## config.mk

```make
export PLATFORM = sky130hd
export DESIGN_NAME = ssram_bsrr_bank_flat
export DESIGN_NICKNAME = d
export VERILOG_FILES = /design/src/rtl/ssram_bsrr_bank_if.sv /design/src/rtl/ssram_bsrr_bank.sv /design/src/flat_wrapper.sv
export SDC_FILE = /design/constraint.sdc
export NUM_CORES = 1
export LEC_CHECK = 0
export BUFFER_PORTS_ARGS = -buffer_cell sky130_fd_sc_hd__buf_2
export CAP_MARGIN = 20
export CORE_AREA = 2 2 214 216
export CTS_CLUSTER_DIAMETER = 30
export DETAILED_ROUTE_END_ITERATION = 8
export DIE_AREA = 0 0 216 218
export HOLD_SLACK_MARGIN = 0.02
export MAX_ROUTING_LAYER = met4
export SLEW_MARGIN = 20
export SYNTH_ARGS = -nofsm -noshare
export SYNTH_HDL_FRONTEND = slang
export SYNTH_SLANG_ARGS = --single-unit
```

## constraint.sdc

```tcl
create_clock -name clk_i -period 7.5 [get_ports clk_i]
set_input_delay 0.75 -clock clk_i [delete_from_list [all_inputs] [get_ports clk_i]]
set_output_delay 0.75 -clock clk_i [all_outputs]
set_load 0.01 [all_outputs]
```

## src/rtl/ssram_bsrr_bank_if.sv

```systemverilog
// Request/acknowledge bus for the set/clear/toggle register bank.
// The master drives the request fields; the slave returns ack, err and the old value.
interface ssram_bsrr_bank_if #(
   parameter int WIDTH = 16,
   parameter int AW    = 4
);
   logic             req;
   logic             we;
   logic [1:0]       mode;
   logic [AW-1:0]    addr;
   logic [WIDTH-1:0] wdata;
   logic             ack;
   logic             err;
   logic [WIDTH-1:0] rdata;

   modport master (
      output req, we, mode, addr, wdata,
      input  ack, err, rdata
   );

   modport slave (
      input  req, we, mode, addr, wdata,
      output ack, err, rdata
   );
endinterface

```

## src/rtl/ssram_bsrr_bank.sv

```systemverilog
// Bank of DEPTH x WIDTH registers with atomic write/set/clear/toggle access,
// sticky hardware set strobes and a parallel output of every register.
module ssram_bsrr_bank #(
   parameter int               WIDTH     = 16,
   parameter int               DEPTH     = 16,
   parameter int               AW        = 4,
   parameter logic [WIDTH-1:0] RESET_VAL = '0
) (
   input  logic                     clk_i,
   input  logic                     rst_ni,
   ssram_bsrr_bank_if.slave         bus,
   input  logic [DEPTH*WIDTH-1:0]   hw_set_i,
   output logic [DEPTH*WIDTH-1:0]   q_o
);

   typedef enum logic [0:0] {
      ST_IDLE = 1'b0,
      ST_ACK  = 1'b1
   } state_e;

   state_e           state_q, state_d;
   logic [WIDTH-1:0] regs_q [DEPTH];
   logic [WIDTH-1:0] regs_d [DEPTH];
   logic [WIDTH-1:0] rdata_q, rdata_d;
   logic             err_q, err_d;

   logic             addr_ok_s;
   logic [AW-1:0]    idx_s;
   logic [WIDTH-1:0] cur_s;
   logic [WIDTH-1:0] mod_s;
   logic [WIDTH-1:0] hw_sel_s;

   // Address decode and the bitwise modify result for the selected register.
   always_comb begin
      addr_ok_s = (32'(bus.addr) < 32'(DEPTH));
      // Out-of-range addresses are steered to entry 0 so the read stays in bounds.
      idx_s     = addr_ok_s ? bus.addr : '0;
      cur_s     = regs_q[idx_s];
      hw_sel_s  = hw_set_i[int'(idx_s)*WIDTH +: WIDTH];
      case (bus.mode)
         2'b00:   mod_s = bus.wdata;
         2'b01:   mod_s = cur_s | bus.wdata;
         2'b10:   mod_s = cur_s & ~bus.wdata;
         2'b11:   mod_s = cur_s ^ bus.wdata;
         default: mod_s = bus.wdata;
      endcase
   end

   // Next-state logic: hardware sets every cycle, bus access only when IDLE sees req.
   always_comb begin
      state_d = state_q;
      rdata_d = rdata_q;
      err_d   = err_q;
      for (int i = 0; i < DEPTH; i++) begin
         regs_d[i] = regs_q[i] | hw_set_i[i*WIDTH +: WIDTH];
      end
      case (state_q)
         ST_IDLE: begin
            if (bus.req) begin
               rdata_d = addr_ok_s ? cur_s : '0;
               err_d   = !addr_ok_s;
               if (bus.we && addr_ok_s) begin
                  // Set strobes win over a concurrent clear so no event is lost.
                  regs_d[idx_s] = mod_s | hw_sel_s;
               end else begin
                  regs_d[idx_s] = regs_q[idx_s] | hw_sel_s;
               end
               state_d = ST_ACK;
            end else begin
               state_d = ST_IDLE;
            end
         end
         ST_ACK:  state_d = ST_IDLE;
         default: state_d = ST_IDLE;
      endcase
   end

   // State, register array and response registers.
   always_ff @(posedge clk_i or negedge rst_ni) begin
      if (!rst_ni) begin
         state_q <= ST_IDLE;
         rdata_q <= '0;
         err_q   <= 1'b0;
         for (int i = 0; i < DEPTH; i++) begin
            regs_q[i] <= RESET_VAL;
         end
      end else begin
         state_q <= state_d;
         rdata_q <= rdata_d;
         err_q   <= err_d;
         for (int i = 0; i < DEPTH; i++) begin
            regs_q[i] <= regs_d[i];
         end
      end
   end

   assign bus.ack   = (state_q == ST_ACK);
   assign bus.err   = err_q;
   assign bus.rdata = rdata_q;

   for (genvar g = 0; g < DEPTH; g++) begin : g_q
      assign q_o[g*WIDTH +: WIDTH] = regs_q[g];
   end

endmodule
```

## src/flat_wrapper.sv

```systemverilog
// flat-port wrapper written by rule: the top's interface ports become plain ports
module ssram_bsrr_bank_flat 
#(
   parameter int               WIDTH     = 16,
   parameter int               DEPTH     = 16,
   parameter int               AW        = 4,
   parameter logic [WIDTH-1:0] RESET_VAL = '0
)
  (clk_i, rst_ni, hw_set_i, q_o, bus_req, bus_we, bus_mode, bus_addr, bus_wdata, bus_ack, bus_err, bus_rdata);
  ssram_bsrr_bank_if #(.WIDTH(WIDTH), .AW(AW)) bus_i ();
  input  logic clk_i;
  input  logic rst_ni;
  input  logic [DEPTH*WIDTH-1:0] hw_set_i;
  output logic [DEPTH*WIDTH-1:0] q_o;
  input wire logic [$bits(bus_i.req)-1:0] bus_req;
  input wire logic [$bits(bus_i.we)-1:0] bus_we;
  input wire logic [$bits(bus_i.mode)-1:0] bus_mode;
  input wire logic [$bits(bus_i.addr)-1:0] bus_addr;
  input wire logic [$bits(bus_i.wdata)-1:0] bus_wdata;
  output wire logic [$bits(bus_i.ack)-1:0] bus_ack;
  output wire logic [$bits(bus_i.err)-1:0] bus_err;
  output wire logic [$bits(bus_i.rdata)-1:0] bus_rdata;
  assign bus_i.req = bus_req;
  assign bus_i.we = bus_we;
  assign bus_i.mode = bus_mode;
  assign bus_i.addr = bus_addr;
  assign bus_i.wdata = bus_wdata;
  assign bus_ack = bus_i.ack;
  assign bus_err = bus_i.err;
  assign bus_rdata = bus_i.rdata;
  ssram_bsrr_bank #(.WIDTH(WIDTH), .DEPTH(DEPTH), .AW(AW), .RESET_VAL(RESET_VAL)) u_core (.clk_i(clk_i), .rst_ni(rst_ni), .bus(bus_i), .hw_set_i(hw_set_i), .q_o(q_o));
endmodule
```

==> impl_metrics.csv, run 1 <==
group,metric,value,unit
power_and_ir_drop,p_int,3.97,mW
sta,finalMaxSlewViolations,0,
critical_path,crit_path_top_delay_cell,"buf_4",
final_layout,drive_gt1_share,42.8,%
critical_path,worstSetupStartpointType,"input pin",
global_route,antenna_found_initial,9,
final_layout,areaGrowthSynthToFinish,36.6,%
global_route,grt_usage,30.1,%
yosys,synth_seq_cells,273,
cts,holdBufCountCts,0,
critical_path,worstPathRequired,7.91,ns
cts,cts_sinks,273,
yosys,yosys_warnings,0,
power_and_ir_drop,p_clk_share,61.0,%
critical_path,r2r-start,"u_core.q_o[61]$_DFF_PN0_",
floorplan,fp.dieH,218,um
yosys,synth_xor_area_share,0,%
hold_path,hold_path.class,"in2async",
power_and_ir_drop,power_density,247,mW/mm2
power_and_ir_drop,p_seq_share,28.6,%
cts,numCtsBuffers,76,
yosys,syn_avg_cell_area,10.5,um2
final_layout,layout_common_cells,"buf_2, nor3_1, dfrtp_1, a21oi_1, mux4_2",
sta,clock_skew,0.0220,ns
floorplan,start_util,35.1,%
sta,finalSetupTns,0,ns
critical_path,worstSetupStartpoint,"bus_addr[0]",
run_status,outcome,"finished, final reports clean",
routing,dr.pass1.iters,5,
sta,tightest_slew,1.08,ns
critical_path,worst_path_largest_cell_delay,0.69,ns
cts,clk_pin_slew,0.04,ns
place,placed_cells,2548,
place,dp_hpwl,52.4,mm
power_and_ir_drop,switching_share,25.3,%
power_and_ir_drop,vdd_ir_drop_max,170,uV
sta,setup_viol,0,
routing,post-route-drc-count,0,
cts,cts_resized,0,
yosys,synth_top_family_by_area,"multiplexers",
critical_path,timing_worst_setup_path_type,"in2reg",
floorplan,dieArea,0.0471,mm2
yosys,synth_cells,1498,
cts,root_buffer,"clkbuf_16",
yosys,syn_area,0.0157,mm2
cts,cts_tree,"done",
yosys,synth_mux_area_share,20.1,%
place,place.gp.congestion,0.944,
final_layout,utilization,47.9,%
critical_path,arrival,4.82,ns
global_route,overflow,0,
power_and_ir_drop,totalPowerFinal,5.32,mW
routing,first_iter_violations,1560,
final_layout,layout_commonest_cell,"buf_2",
yosys,synthAdderAreaFrac,2.54,%
routing,wirelength,70.5,mm
sta,slew_headroom,27.6,%
floorplan,die_w,216,um
flow_run,cap_violations,0,
power_and_ir_drop,p_switching,1.35,mW
power_and_ir_drop,p_leak,7.96,nW
sta,rsz0062_at_grt,"no",
place,port_buffers,554,
routing,drtAntennaViolNets,0,
power_and_ir_drop,pwr-share-comb,10.4,%
final_layout,instances_no_fill,2694,
cts,cts_setup_buffers,0,
sta,hold_viol,0,
critical_path,reg2reg_slack,4.26,ns
yosys,synth_nets,1812,
final_layout,n_fill_cell,4303,
critical_path,cp-end-kind,"flop",
routing,via_per_inst,5.77,
yosys,yosys.area_share.simple,12.1,%
floorplan,rows,78,
global_route,grt_max_degree,162,
cts,clkLatencyLatePin,0.59,ns
yosys,yosysSeqAreaShare,43.4,%
yosys,ys_types,29,
floorplan,pin_count,556,
sta,fmax,0.227,GHz
critical_path,path_delay_family,"buffers and inverters",
sta,fin_crit,4.41,ns
routing,drt-wirelength-per-cell,26.2,um
routing,num_vias,15500,
critical_path,path_cells,"buf_8 -> buf_4 -> mux2_2 -> o22ai_1 -> nor3_1 -> nor2_1 -> ha_1 -> mux4_2 -> nand2b_1 -> a31oi_4 -> a21oi_1",
final_layout,layout.nets,2340,
sta,fin_crit_sh,58.8,%
yosys,synth_compound_area_share,16.4,%
cts,cts_max_level,3,
critical_path,path_buf_inv,2,
global_route,grt_pass1_wl,101,mm
cts,clock_path_buffers,3,
global_route,grt_pass1_vias,15100,
floorplan,core_area,0.0449,mm2
critical_path,cp_max_fo,87,
state kept, by name, summed over array words and instances (netlist names):
signal            count
u_core.q_o          256
u_core.bus.rdata     16
u_core.bus.ack        1
power groups by stage:
| stage | sequential, mW | combinational (mW) | clock (mW) |
|---|---|---|---|
| after floorplan | 1.55 | 0.280 | 0 |
| after global placement | 1.54 | 0.541 | 0 |
| after detailed placement | 1.54 | 0.550 | 0 |
| after CTS | 1.52 | 0.553 | 3.28 |
| after global routing | 1.52 | 0.593 | 3.37 |
| final | 1.52 | 0.554 | 3.24 |
worst reg2reg max path: stages, from the launching register on:
cell and delay [ns]:
dfrtp_1 0.43, mux2_2 0.33, o22ai_1 0.27, nor3_1 0.10
nor2_1 0.21, ha_1 0.27, mux4_2 0.46, nand2b_1 0.19
a31oi_4 0.60, a21oi_1 0.20
area by class of cell:
type | instances | area [um2] | area share [%]
Sequential cell | 273 | 6830 | 31.8
Multi-Input combinational cell | 1045 | 8120 | 37.8
Clock inverter | 43 | 455 | 2.12
Timing Repair Buffer | 580 | 3020 | 14.0
Antenna cell | 9 | 22.5 | 0.105
Clock buffer | 94 | 2120 | 9.87
Inverter | 50 | 188 | 0.873
Tap cell | 600 | 751 | 3.49
synth_stat cells, drive strengths merged:
library cell | instances | share of area, %
buf | 55 | 2.5
a31oi | 16 | 2.2
o22ai | 32 | 1.3
dfrtp | 273 | 43
a21oi | 256 | 8.1
a22o | 32 | 1.8
nand3b | 2 | 0.095
conb | 1 | 0.024
nor2b | 4 | 0.16
and2 | 1 | 0.040
nor2 | 32 | 0.76
a22oi | 32 | 1.5
mux2i | 64 | 4.1
or3 | 1 | 0.040
mux4 | 80 | 11
ha | 32 | 2.5
o21ai | 48 | 1.5
nand3 | 1 | 0.032
nor3 | 292 | 9.3
mux2 | 64 | 4.6
clkinv | 1 | 0.024
clkbuf | 75 | 1.8
nand2b | 20 | 0.79
inv | 49 | 1.2
nand2 | 35 | 0.83
cells by family after synthesis:
family / Yosys count
compound gates: 416
fa+ha+maj: 32
mux: 208
buf+inv: 180
other cells: 1
simple gates: 388
flops: 273
path summary, 6_finish.rpt:
| check | to | cells past startpoint |
|---|---|---|
| worst max-delay path | u_core.q_o[93]$_DFF_PN0_ | 11 |
| worst min register to register | u_core.bus.rdata[0]$_DFFE_PN0P_ | 2 |
| max in group asynchronous | u_core.q_o[57]$_DFF_PN0_ | 2 |
| worst max register to register | u_core.q_o[93]$_DFF_PN0_ | 9 |
| worst min-delay path | u_core.q_o[196]$_DFF_PN0_ | 1 |
| min in group clk_i | u_core.q_o[62]$_DFF_PN0_ | 3 |
per-layer routing:
| metal | GRT usage, % | share of wire (%) |
|---|---|---|
| met4 | 8.90 | 2.1 |
| met2 | 43.1 | 44 |
| met3 | 9.69 | 11 |
| met1 | 40.5 | 43 |
| met5 | - | 0 |
through the flow:
stage	setup slack (ns)	hold WS (ns)	area (um2)
CTS	3.10	0.242	21500
global route	2.92	0.269	21500
global placement	2.60	0.461	18900
floorplan	4.12	0.454	15700
detailed placement	2.49	0.468	18900
finish	3.09	0.183	21500
No activity file was read; power rests on OpenSTA's default activity.
==> run 2, diff against run 1 <==
- clock period: 7.5 -> 3.65 ns (I/O delays scaled with it)
==> run 2 against run 1 <==
  * Worst hold slack got worse by 0.14 ns
  * Combinational power up 140%
  * Clock power rose by 120%
  * Power is 110% higher
  * Sequential share of layout area is 1.9 points lower
  * Non-clock buffer count up 112
  * Worst setup slack worse by 2.4 ns
  * Count of clock-buffer cells in the layout is 11 higher
  * Clock skew is 0.012 ns higher
  * First-iteration DRC count shrank 13%
  * Global-route usage increased by 1.4 points
  * Core utilization is 3.0 points higher
  * Highest routed layer unchanged
==> impl_metrics.csv, run 2 (synthesis results as in run 1) <==
group,metric,value,unit
power_and_ir_drop,power_density,499,mW/mm2
final_layout,utilization,51.0,%
cts,numCtsBuffers,78,
routing,post-route-drc-count,0,
routing,drt-wirelength-per-cell,26.0,um
floorplan,pin_count,556,
critical_path,worstSetupStartpointType,"input pin",
routing,first_iter_violations,1356,
sta,fmax,0.339,GHz
floorplan,core_area,0.0449,mm2
critical_path,worstPathRequired,4.11,ns
global_route,overflow,0,
cts,cts_sinks,273,
cts,cts_max_level,3,
power_and_ir_drop,vdd_ir_drop_max,460,uV
sta,clock_skew,0.0338,ns
routing,wirelength,73.1,mm
critical_path,arrival,3.41,ns
critical_path,cp-end-kind,"flop",
power_and_ir_drop,totalPowerFinal,11.4,mW
global_route,grt_pass1_vias,16000,
sta,finalMaxSlewViolations,0,
sta,fin_crit_sh,80.9,%
critical_path,cp_max_fo,28,
final_layout,layout_common_cells,"buf_2, nor3_1, dfrtp_1, a21oi_1",
floorplan,start_util,35.1,%
routing,dr.pass1.iters,6,
routing,drtAntennaViolNets,0,
run_status,outcome,"finished, final reports clean",
hold_path,hold_path.class,"in2reg",
final_layout,drive_gt1_share,43.2,%
sta,fin_crit,2.95,ns
routing,via_per_inst,5.64,
sta,finalSetupTns,0,ns
flow_run,cap_violations,0,
cts,cts_resized,0,
cts,clk_pin_slew,0.05,ns
place,dp_hpwl,55.1,mm
sta,hold_viol,0,
cts,cts_tree,"done",
sta,rsz0062_at_grt,"no",
final_layout,layout.nets,2454,
floorplan,dieArea,0.0471,mm2
critical_path,timing_worst_setup_path_type,"in2reg",
place,port_buffers,554,
global_route,antenna_found_initial,13,
routing,num_vias,15900,
final_layout,layout_commonest_cell,"buf_2",
sta,slew_headroom,28.6,%
place,place.gp.congestion,1.01,
final_layout,areaGrowthSynthToFinish,45.3,%
sta,setup_ws,0.697,ns
sta,tightest_slew,1.07,ns
cts,cts_setup_buffers,0,
global_route,grt_max_degree,114,
cts,root_buffer,"clkbuf_16",
place,dp_worst_setup_slack,0.127,ns
final_layout,largest_register_ffs,256,
power_and_ir_drop,p_leak,8.62,nW
cts,holdBufCountCts,51,
floorplan,die_w,216,um
floorplan,fp.dieH,218,um
cts,clkLatencyLatePin,0.60,ns
sta,setup_viol,0,
global_route,grt_pass1_wl,106,mm
floorplan,rows,78,
global_route,grt_usage,31.5,%
cts,clock_path_buffers,3,
run 2: cell types whose count changed in the layout (fill, tap and decap cells not counted), sizes merged:
cell and change:
buf +61, bufinv +2, clkbuf +11, clkinv -5
clkinvlp -5, diode +5, dlygate4sd3 +51, inv +3
run 2: metrics by stage:
step	std cells	cell area, um2	hold slack [ns]
floorplan	1498	15700	0.0694
global placement	2609	19600	0.461
detailed placement	2609	19600	0.465
CTS	2803	22800	0.0200
global route	2816	22900	0.0411
finish	2817	22900	0.0476
run 2: worst paths after layout:
check / startpoint / endpoint / slack (ns) / cells past startpoint
min in group asynchronous: rst_ni / u_core.q_o[228]$_DFF_PN0_ / 0.49 / 2
max in group asynchronous: rst_ni / u_core.q_o[100]$_DFF_PN0_ / 2.21 / 3
hold / removal: hw_set_i[184] / u_core.q_o[184]$_DFF_PN0_ / 0.05 / 3
hold reg to reg: u_core.bus.rdata[11]$_DFFE_PN0P_ / u_core.bus.rdata[11]$_DFFE_PN0P_ / 0.47 / 2
setup reg to reg: u_core.q_o[254]$_DFF_PN0_ / u_core.q_o[62]$_DFF_PN0_ / 0.70 / 10
setup / recovery: bus_addr[0] / u_core.q_o[7]$_DFF_PN0_ / 0.70 / 12
run 2: final cells by class:
| type | count | area (um2) |
|---|---|---|
| antenna | 14 | 35.0 |
| clock buffer | 105 | 2220 |
| clock inverter | 38 | 487 |
| fill | 4141 | 22000 |
| inverter | 50 | 188 |
| multi-input combinational | 1045 | 8120 |
| sequential | 273 | 6830 |
| tap | 600 | 751 |
| timing repair buffer | 692 | 4250 |
run 2: critical path: stages:
cell,delay (ns)
buf_8,0.30
buf_4,0.28
mux2_2,0.39
o22ai_1,0.20
nor3_1,0.10
nor2_1,0.23
ha_1,0.28
mux4_2,0.47
nand2b_1,0.20
a31oi_4,0.28
buf_12,0.19
a21oi_1,0.09
run 2: routing by layer:
metal / vias to the layer above / share of wire (%) / GRT usage, %
li1: 6975 / - / -
met1: 7874 / 43 / 42.1
met2: 926 / 44 / 44.7
met3: 125 / 10 / 9.82
met4: 0 / 2.8 / 11.6
met5: - / 0 / -
run 2: report_power, final:
part,total (mW),internal (mW),switching (mW),leakage [nW]
Clock,6.99,4.92,2.07,1.31
Sequential,3.12,3.09,0.0382,2.45
Combinational,1.31,0.556,0.749,4.86
